`src/rtl/slot_pkg.sv`:
```
// slot_pkg: shared definitions for the Apple II slot front end.
//   state_t      - bus-cycle FSM state encoding
//   BUS_SEL_*    - cycle-type codes reported on bus_sel
//   DEF_*        - default timing parameters
//   encode_sel() - select priority encoder (devsel > iosel > iostrobe)
package slot_pkg;

    typedef enum logic [2:0] {
        ST_IDLE,
        ST_ADDR,
        ST_READ,
        ST_WRITE,
        ST_HOLD,
        ST_WAIT_IDLE
    } state_t;

    localparam logic [1:0] BUS_SEL_NONE     = 2'b00;
    localparam logic [1:0] BUS_SEL_DEVSEL   = 2'b01;
    localparam logic [1:0] BUS_SEL_IOSEL    = 2'b10;
    localparam logic [1:0] BUS_SEL_IOSTROBE = 2'b11;

    localparam int DEF_SYNC_STAGES = 2;
    localparam int DEF_ADDR_SETTLE = 3;
    localparam int DEF_HOLD_CYC    = 2;
    localparam int DEF_TIMEOUT     = 31;

    // Inputs are the synchronised, still active-low select levels.
    function automatic logic [1:0] encode_sel(input logic devsel_s,
                                              input logic iosel_s,
                                              input logic iostrobe_s);
        if (!devsel_s)        return BUS_SEL_DEVSEL;
        else if (!iosel_s)    return BUS_SEL_IOSEL;
        else if (!iostrobe_s) return BUS_SEL_IOSTROBE;
        else                  return BUS_SEL_NONE;
    endfunction

endpackage

```
`src/rtl/sync_bit.sv`:
```
// sync_bit: STAGES-deep flop chain that brings one asynchronous bit into
// the clk_16m domain. Reset loads RESET_VAL so the chain starts at the
// signal's inactive level.
//   clk_16m  in  1  system clock
//   reset    in  1  synchronous, active-high reset
//   din      in  1  asynchronous input
//   dout     out 1  synchronised output
module sync_bit #(
    parameter int   STAGES    = 2,
    parameter logic RESET_VAL = 1'b0
) (
    input  logic clk_16m,
    input  logic reset,
    input  logic din,
    output logic dout
);

    logic [STAGES-1:0] chain;

    // NOTE: non-blocking assignments make every stage sample the previous
    // stage's old value, so the chain really is STAGES flops deep.
    always_ff @(posedge clk_16m) begin
        if (reset) chain <= {STAGES{RESET_VAL}};
        else       chain <= {chain[STAGES-2:0], din};
    end

    assign dout = chain[STAGES-1];

endmodule

```
`src/rtl/apple_bus_sampler.sv`:
```
// apple_bus_sampler: synchronises the Apple II slot bus into clk_16m,
// classifies each bus cycle and emits single-clock read/write events.
//   clk_16m      in  1   system clock
//   reset        in  1   synchronous, active-high reset
//   phi0         in  1   Apple phi0, asynchronous
//   rw           in  1   6502 R/W (1 = read), asynchronous
//   devsel_n     in  1   C0nX select, active low
//   iosel_n      in  1   CnXX select, active low
//   iostrobe_n   in  1   C800-CFFF strobe, active low
//   addr_in      in  12  A11..A0, asynchronous
//   data_in      in  8   D7..D0, asynchronous
//   rd_stb       out 1   one-cycle pulse: read cycle decoded
//   wr_stb       out 1   one-cycle pulse: write data captured
//   bus_sel      out 2   cycle type (01 devsel, 10 iosel, 11 iostrobe)
//   bus_addr     out 12  address captured for the current cycle
//   bus_wdata    out 8   write data, valid with wr_stb
//   drive_en     out 1   slot may drive the data bus
//   timeout_err  out 1   one-cycle pulse on cycle abort
module apple_bus_sampler
    import slot_pkg::*;
#(
    parameter int SYNC_STAGES = DEF_SYNC_STAGES,
    parameter int ADDR_SETTLE = DEF_ADDR_SETTLE,
    parameter int HOLD_CYC    = DEF_HOLD_CYC,
    parameter int TIMEOUT     = DEF_TIMEOUT
) (
    input  logic        clk_16m,
    input  logic        reset,
    input  logic        phi0,
    input  logic        rw,
    input  logic        devsel_n,
    input  logic        iosel_n,
    input  logic        iostrobe_n,
    input  logic [11:0] addr_in,
    input  logic [7:0]  data_in,
    output logic        rd_stb,
    output logic        wr_stb,
    output logic [1:0]  bus_sel,
    output logic [11:0] bus_addr,
    output logic [7:0]  bus_wdata,
    output logic        drive_en,
    output logic        timeout_err
);

    localparam logic [4:0] SETTLE_LAST = 5'(ADDR_SETTLE - 1);
    localparam logic [4:0] HOLD_LAST   = 5'(HOLD_CYC - 1);
    localparam logic [4:0] TIMEOUT_CNT = 5'(TIMEOUT);

    logic        phi0_s, rw_s, devsel_s, iosel_s, iostrobe_s;
    logic [11:0] addr_s;
    logic [7:0]  data_s;

    sync_bit #(.STAGES(SYNC_STAGES), .RESET_VAL(1'b0)) u_sync_phi0 (
        .clk_16m(clk_16m), .reset(reset), .din(phi0), .dout(phi0_s));
    sync_bit #(.STAGES(SYNC_STAGES), .RESET_VAL(1'b1)) u_sync_rw (
        .clk_16m(clk_16m), .reset(reset), .din(rw), .dout(rw_s));
    sync_bit #(.STAGES(SYNC_STAGES), .RESET_VAL(1'b1)) u_sync_devsel (
        .clk_16m(clk_16m), .reset(reset), .din(devsel_n), .dout(devsel_s));
    sync_bit #(.STAGES(SYNC_STAGES), .RESET_VAL(1'b1)) u_sync_iosel (
        .clk_16m(clk_16m), .reset(reset), .din(iosel_n), .dout(iosel_s));
    sync_bit #(.STAGES(SYNC_STAGES), .RESET_VAL(1'b1)) u_sync_iostrobe (
        .clk_16m(clk_16m), .reset(reset), .din(iostrobe_n), .dout(iostrobe_s));

    for (genvar i = 0; i < 12; i++) begin : g_sync_addr
        sync_bit #(.STAGES(SYNC_STAGES), .RESET_VAL(1'b0)) u_sync (
            .clk_16m(clk_16m), .reset(reset), .din(addr_in[i]), .dout(addr_s[i]));
    end

    // Same depth as phi0, so data_s stays aligned with phi0_s.
    for (genvar i = 0; i < 8; i++) begin : g_sync_data
        sync_bit #(.STAGES(SYNC_STAGES), .RESET_VAL(1'b0)) u_sync (
            .clk_16m(clk_16m), .reset(reset), .din(data_in[i]), .dout(data_s[i]));
    end

    // One extra flop gives the falling-edge detector and the last
    // phi0-high data sample in the cycle the fall is seen.
    logic       phi0_q;
    logic [7:0] data_q;

    always_ff @(posedge clk_16m) begin
        if (reset) begin
            phi0_q <= 1'b0;
            data_q <= '0;
        end else begin
            phi0_q <= phi0_s;
            data_q <= data_s;
        end
    end

    logic phi0_fall, any_sel;
    assign phi0_fall = phi0_q & ~phi0_s;
    assign any_sel   = ~(devsel_s & iosel_s & iostrobe_s);

    state_t      state, state_next;
    logic [4:0]  cnt;
    logic        latch_now, wdata_load, timeout_hit;
    logic [11:0] addr_q;
    logic [1:0]  sel_q;
    logic [7:0]  wdata_q;
    logic        wr_stb_q;

    // NOTE: every signal written here gets a default first; a path that
    // leaves one unassigned would infer a latch.
    always_comb begin
        state_next  = state;
        latch_now   = 1'b0;
        wdata_load  = 1'b0;
        timeout_hit = 1'b0;
        rd_stb      = 1'b0;
        case (state)
            ST_IDLE: begin
                if (any_sel) state_next = ST_ADDR;
            end
            ST_ADDR: begin
                if (!any_sel) begin
                    state_next = ST_IDLE;
                end else if (cnt == TIMEOUT_CNT) begin
                    timeout_hit = 1'b1;
                    state_next  = ST_WAIT_IDLE;
                end else if (cnt == SETTLE_LAST) begin
                    latch_now = 1'b1;
                    if (rw_s) begin
                        rd_stb     = 1'b1;
                        state_next = ST_READ;
                    end else begin
                        state_next = ST_WRITE;
                    end
                end
            end
            ST_READ: begin
                if (cnt == TIMEOUT_CNT) begin
                    timeout_hit = 1'b1;
                    state_next  = ST_WAIT_IDLE;
                end else if (phi0_fall) begin
                    state_next = ST_HOLD;
                end
            end
            ST_WRITE: begin
                if (cnt == TIMEOUT_CNT) begin
                    timeout_hit = 1'b1;
                    state_next  = ST_WAIT_IDLE;
                end else if (phi0_fall) begin
                    wdata_load = 1'b1;
                    state_next = ST_WAIT_IDLE;
                end
            end
            ST_HOLD: begin
                if (cnt == HOLD_LAST) state_next = ST_WAIT_IDLE;
            end
            ST_WAIT_IDLE: begin
                if (!any_sel) state_next = ST_IDLE;
            end
            default: state_next = ST_IDLE;
        endcase
    end

    always_ff @(posedge clk_16m) begin
        if (reset) begin
            state    <= ST_IDLE;
            cnt      <= '0;
            addr_q   <= '0;
            sel_q    <= BUS_SEL_NONE;
            wdata_q  <= '0;
            wr_stb_q <= 1'b0;
        end else begin
            state    <= state_next;
            wr_stb_q <= wdata_load;
            if (state_next != state) cnt <= '0;
            else if (cnt != '1)      cnt <= cnt + 5'd1;
            if (latch_now) begin
                addr_q <= addr_s;
                sel_q  <= encode_sel(devsel_s, iosel_s, iostrobe_s);
            end
            if (wdata_load) wdata_q <= data_q;
        end
    end

    // The latch cycle forwards the fresh sample so bus_addr/bus_sel are
    // already valid alongside the combinational rd_stb.
    assign bus_addr    = latch_now ? addr_s : addr_q;
    assign bus_sel     = latch_now ? encode_sel(devsel_s, iosel_s, iostrobe_s) : sel_q;
    assign bus_wdata   = wdata_q;
    assign wr_stb      = wr_stb_q;
    assign timeout_err = timeout_hit;
    assign drive_en    = ((state == ST_READ) && !timeout_hit) || (state == ST_HOLD);

endmodule
```
`config.mk`:
```
export PLATFORM = sky130hd
export DESIGN_NAME = apple_bus_sampler
export DESIGN_NICKNAME = d
export VERILOG_FILES = /design/src/rtl/slot_pkg.sv /design/src/rtl/sync_bit.sv /design/src/rtl/apple_bus_sampler.sv
export SDC_FILE = /design/constraint.sdc
export NUM_CORES = 1
export LEC_CHECK = 0
export ABC_AREA = 1
export CORE_UTILIZATION = 40
export DETAILED_ROUTE_END_ITERATION = 10
export HOLD_SLACK_MARGIN = 0.08
export PLACE_DENSITY_LB_ADDON = 0.1
export SLEW_MARGIN = 15
export SYNTH_ARGS = -nofsm -noshare
export SYNTH_HDL_FRONTEND = slang
export SYNTH_SLANG_ARGS = --single-unit
```
`constraint.sdc`:
```
create_clock -name clk_16m -period 1.7 [get_ports clk_16m]
set_clock_uncertainty 0.1 [all_clocks]
set_input_delay 0.425 -clock clk_16m [delete_from_list [all_inputs] [get_ports clk_16m]]
set_output_delay 0.425 -clock clk_16m [all_outputs]
set_load 0.01 [all_outputs]
```
==> metrics.csv <==
metric;value;unit
run_status;complete, but fails checks;
violations;setup timing;
final.fill_count;645;
yosysWarnings;0;
ys_top_cells_by_count;sky130_fd_sc_hd__dfxtp_1 (90), sky130_fd_sc_hd__nor2_1 (79), sky130_fd_sc_hd__inv_1 (65);
netlist_area;3250;µm²
syn2layout_area_growth;59.3;%
detail_route.iter0.violations;57;
leakagePower;2.49;nW
final.min_clock_period;2350;ps
worst-endpoint-required;1170;ps
port-buffer-count;52;
unrepaired_setup_endpoints_after_global_routing;yes;
clkSlewWorstSetupHoldPaths;90;ps
die_w;92.2;µm
drv_slew;0;
design_power;0.00385;W
post-route-worst-setup-slack;-650;ps
synth_sequential_area_ratio;0.554;
synth_top_cells_by_area;sky130_fd_sc_hd__dfxtp_1 (55%), sky130_fd_sc_hd__nor2_1 (9.1%), sky130_fd_sc_hd__inv_1 (7.5%), sky130_fd_sc_hd__nand2_1 (5.5%), sky130_fd_sc_hd__a21oi_2 (2.7%);
powerDensity;743;nW/µm²
ant_nets;0;
synth.ff_latch_count;90;
worst_ep_arrival_time;1820;ps
vias_in_the_first_global_route;2514;
maxSlewHeadroom;0.655;
synthesis.area_per_instance;8.28;µm²
cp-start-kind;flop;
tritoncts_clock_tree;yes;
postSynthCellCount;393;
std_cell_rows;32;
hold_path_depth;2;
drive_above_1_share;0.446;
dr_total_vias;2682;
final_hold_fails;0;
number_of_antenna_cells_inserted;0;
clock_tree.htree_level_count;3;
cp_endpoint_kind;output port;
clock_root_buffer;sky130_fd_sc_hd__clkbuf_8;
period_share;1.38;
ios;53;
critPathMaxFanout;4;
floorplan.die_area;8500;µm²
detail_route.vias_per_cell;4.24;
drc;0;
report.final.setup_viol;35;
drv.max_cap_violation_count;0;
postRouteWirelength;7010;µm
grt-ovfl-total;0;
start_util;0.417;
postSynth.asyncResetShare;0;
globalplace.congestion;0.864;
min-delay-path-class;reg2reg;
timing_worst_slew_pin_value;518;ps
multi_input_area;1530;µm²
max_freq;0.426;GHz
finalNetCount;559;
drt_first_pass_iters;4;
grtUsageTotal;0.178;
cts_made_buffers;9;
synth.lib_cells_used.distinct;29;
timing_worst_setup_path_type;reg2out;
wl_per_cell;11.1;µm
dominantRegCellSynth;sky130_fd_sc_hd__dfxtp_1;
yosys.area.top_type;sky130_fd_sc_hd__dfxtp_1;
fin_worst_hold_slack;299;ps
grt_pass1_wl;11600;µm
synth.net_count;425;
sequential_cell_area;1810;µm²
peakVddDrop;485;µV
yosys.area.top_type_share;0.554;
coreArea;7810;µm²
yosysMostFrequentCell;sky130_fd_sc_hd__dfxtp_1;
hpwl;4450;µm
clk_path_buf_depth;2;
fin_tns_setup;-15820;ps
floorplan.die.height;92.2;µm
grt_antenna_before_repair;0;
clkSinkCount;90;
clk-insertion-delay-late;360;ps
largest_net_degree_at_the_start_of_global_routing;41;
number_of_enable_flip_flop_cells_after_synthesis;0;
r2r_worst_path_depth;19;
## sequential cells by signal, summed over array words and instances, names as in the netlist, 3 cells and up
| register | flops |
|---|---|
| state | 3 |
| bus_wdata | 8 |
| cnt | 5 |
| g_sync_addr.u_sync.chain | 24 |
| addr_q | 12 |
| g_sync_data.u_sync.chain | 16 |
| data_q | 8 |
## metal layers
layer | vias to the layer above | part of all wire | track usage
met5 | - | 0 | 0
met4 | 0 | 0.028 | 0.0977
met3 | 15 | 0.032 | 0.0365
met2 | 48 | 0.48 | 0.284
met1 | 1181 | 0.46 | 0.225
li1 | 1438 | - | -
## worst paths after layout
| path | start | endpoint | slack, ps |
|---|---|---|---|
| worst max-delay path | cnt[1] | bus_sel[1] | -650 |
| worst min-delay path | g_sync_data[2].u_sync.chain[1] | data_q[2] | 300 |
| worst max register to register | cnt[0] | cnt[4] | -560 |
| worst min register to register | g_sync_data[2].u_sync.chain[1] | data_q[2] | 300 |
## cell usage in the layout (no fill, tap or decap), types with 3 or more instances in the layout
cell and n:
sky130_fd_sc_hd__buf_4 54, sky130_fd_sc_hd__clkbuf_8 9, sky130_fd_sc_hd__inv_1 61, sky130_fd_sc_hd__clkdlybuf4s50_1 25
sky130_fd_sc_hd__buf_6 40, sky130_fd_sc_hd__buf_2 4, sky130_fd_sc_hd__buf_12 3, sky130_fd_sc_hd__or2_2 8
sky130_fd_sc_hd__nand2_2 28, sky130_fd_sc_hd__a21oi_2 13, sky130_fd_sc_hd__o21ai_2 5, sky130_fd_sc_hd__dlygate4sd2_1 9
sky130_fd_sc_hd__ha_4 4, sky130_fd_sc_hd__nand3_1 7, sky130_fd_sc_hd__nor2_2 7, sky130_fd_sc_hd__nand2_1 13
sky130_fd_sc_hd__nor2_4 8, sky130_fd_sc_hd__nand2_4 21, sky130_fd_sc_hd__xor2_1 3, sky130_fd_sc_hd__a21oi_1 3
sky130_fd_sc_hd__nand3_4 4, sky130_fd_sc_hd__o21ai_4 5, sky130_fd_sc_hd__nor2_1 75, sky130_fd_sc_hd__dfxtp_1 88
sky130_fd_sc_hd__nand4_1 4, sky130_fd_sc_hd__inv_2 7
## final cells by class
class | instances | area share
Clock buffer | 9 | 0.0239
Clock inverter | 6 | 0.00820
Inverter | 71 | 0.0533
Multi-Input combinational cell | 219 | 0.294
Sequential cell | 90 | 0.349
Tap cell | 102 | 0.0246
Timing Repair Buffer | 136 | 0.247
## timing repair
item / 4_1_cts / 5_1_grt
endpoints found under the setup margin: 54 / 46
gates resized for setup: 180 / 33
buffers inserted: 28 / 7
hold buffers: 0 / 0
pin swaps: 20 / 11
## power by group
part           leakage [nW]  internal [W]  switching (W)
clock network        0.0815      0.000525       0.000746
registers             0.739       0.00218      0.0000362
logic                  1.67      0.000195       0.000176
## logic make-up after synthesis
| kind of cell | share of synthesized area |
|---|---|
| buffers and inverters | 0.103 |
| DFF | 0.554 |
| adders and majority gates | 0.0192 |
| xor gates and xnor gates | 0.00808 |
| AOI/OAI and AO/OA | 0.0623 |
| and+or+nand+nor | 0.254 |
## critical path, stage by stage, from the launching register on
cell	delay, ps
sky130_fd_sc_hd__dfxtp_4	380
sky130_fd_sc_hd__ha_4	160
sky130_fd_sc_hd__nand2_4	70
sky130_fd_sc_hd__nor2_4	40
sky130_fd_sc_hd__ha_4	160
sky130_fd_sc_hd__inv_4	70
sky130_fd_sc_hd__nand3_4	110
sky130_fd_sc_hd__inv_6	110
sky130_fd_sc_hd__buf_6	130
sky130_fd_sc_hd__nand3_4	80
sky130_fd_sc_hd__nand2_4	70
sky130_fd_sc_hd__buf_6	90
## metrics by stage
step,setup WS [ps],utilization,cell area [µm²],instances
floorplan,-129,-,3350,393
global placement,-717,0.567,4430,596
detailed placement,-744,0.567,4430,596
CTS,-692,0.640,5000,630
global route,-752,0.664,5180,633
finish,-650,0.664,5180,633
Note: power is estimated with default switching activity, not from simulation.
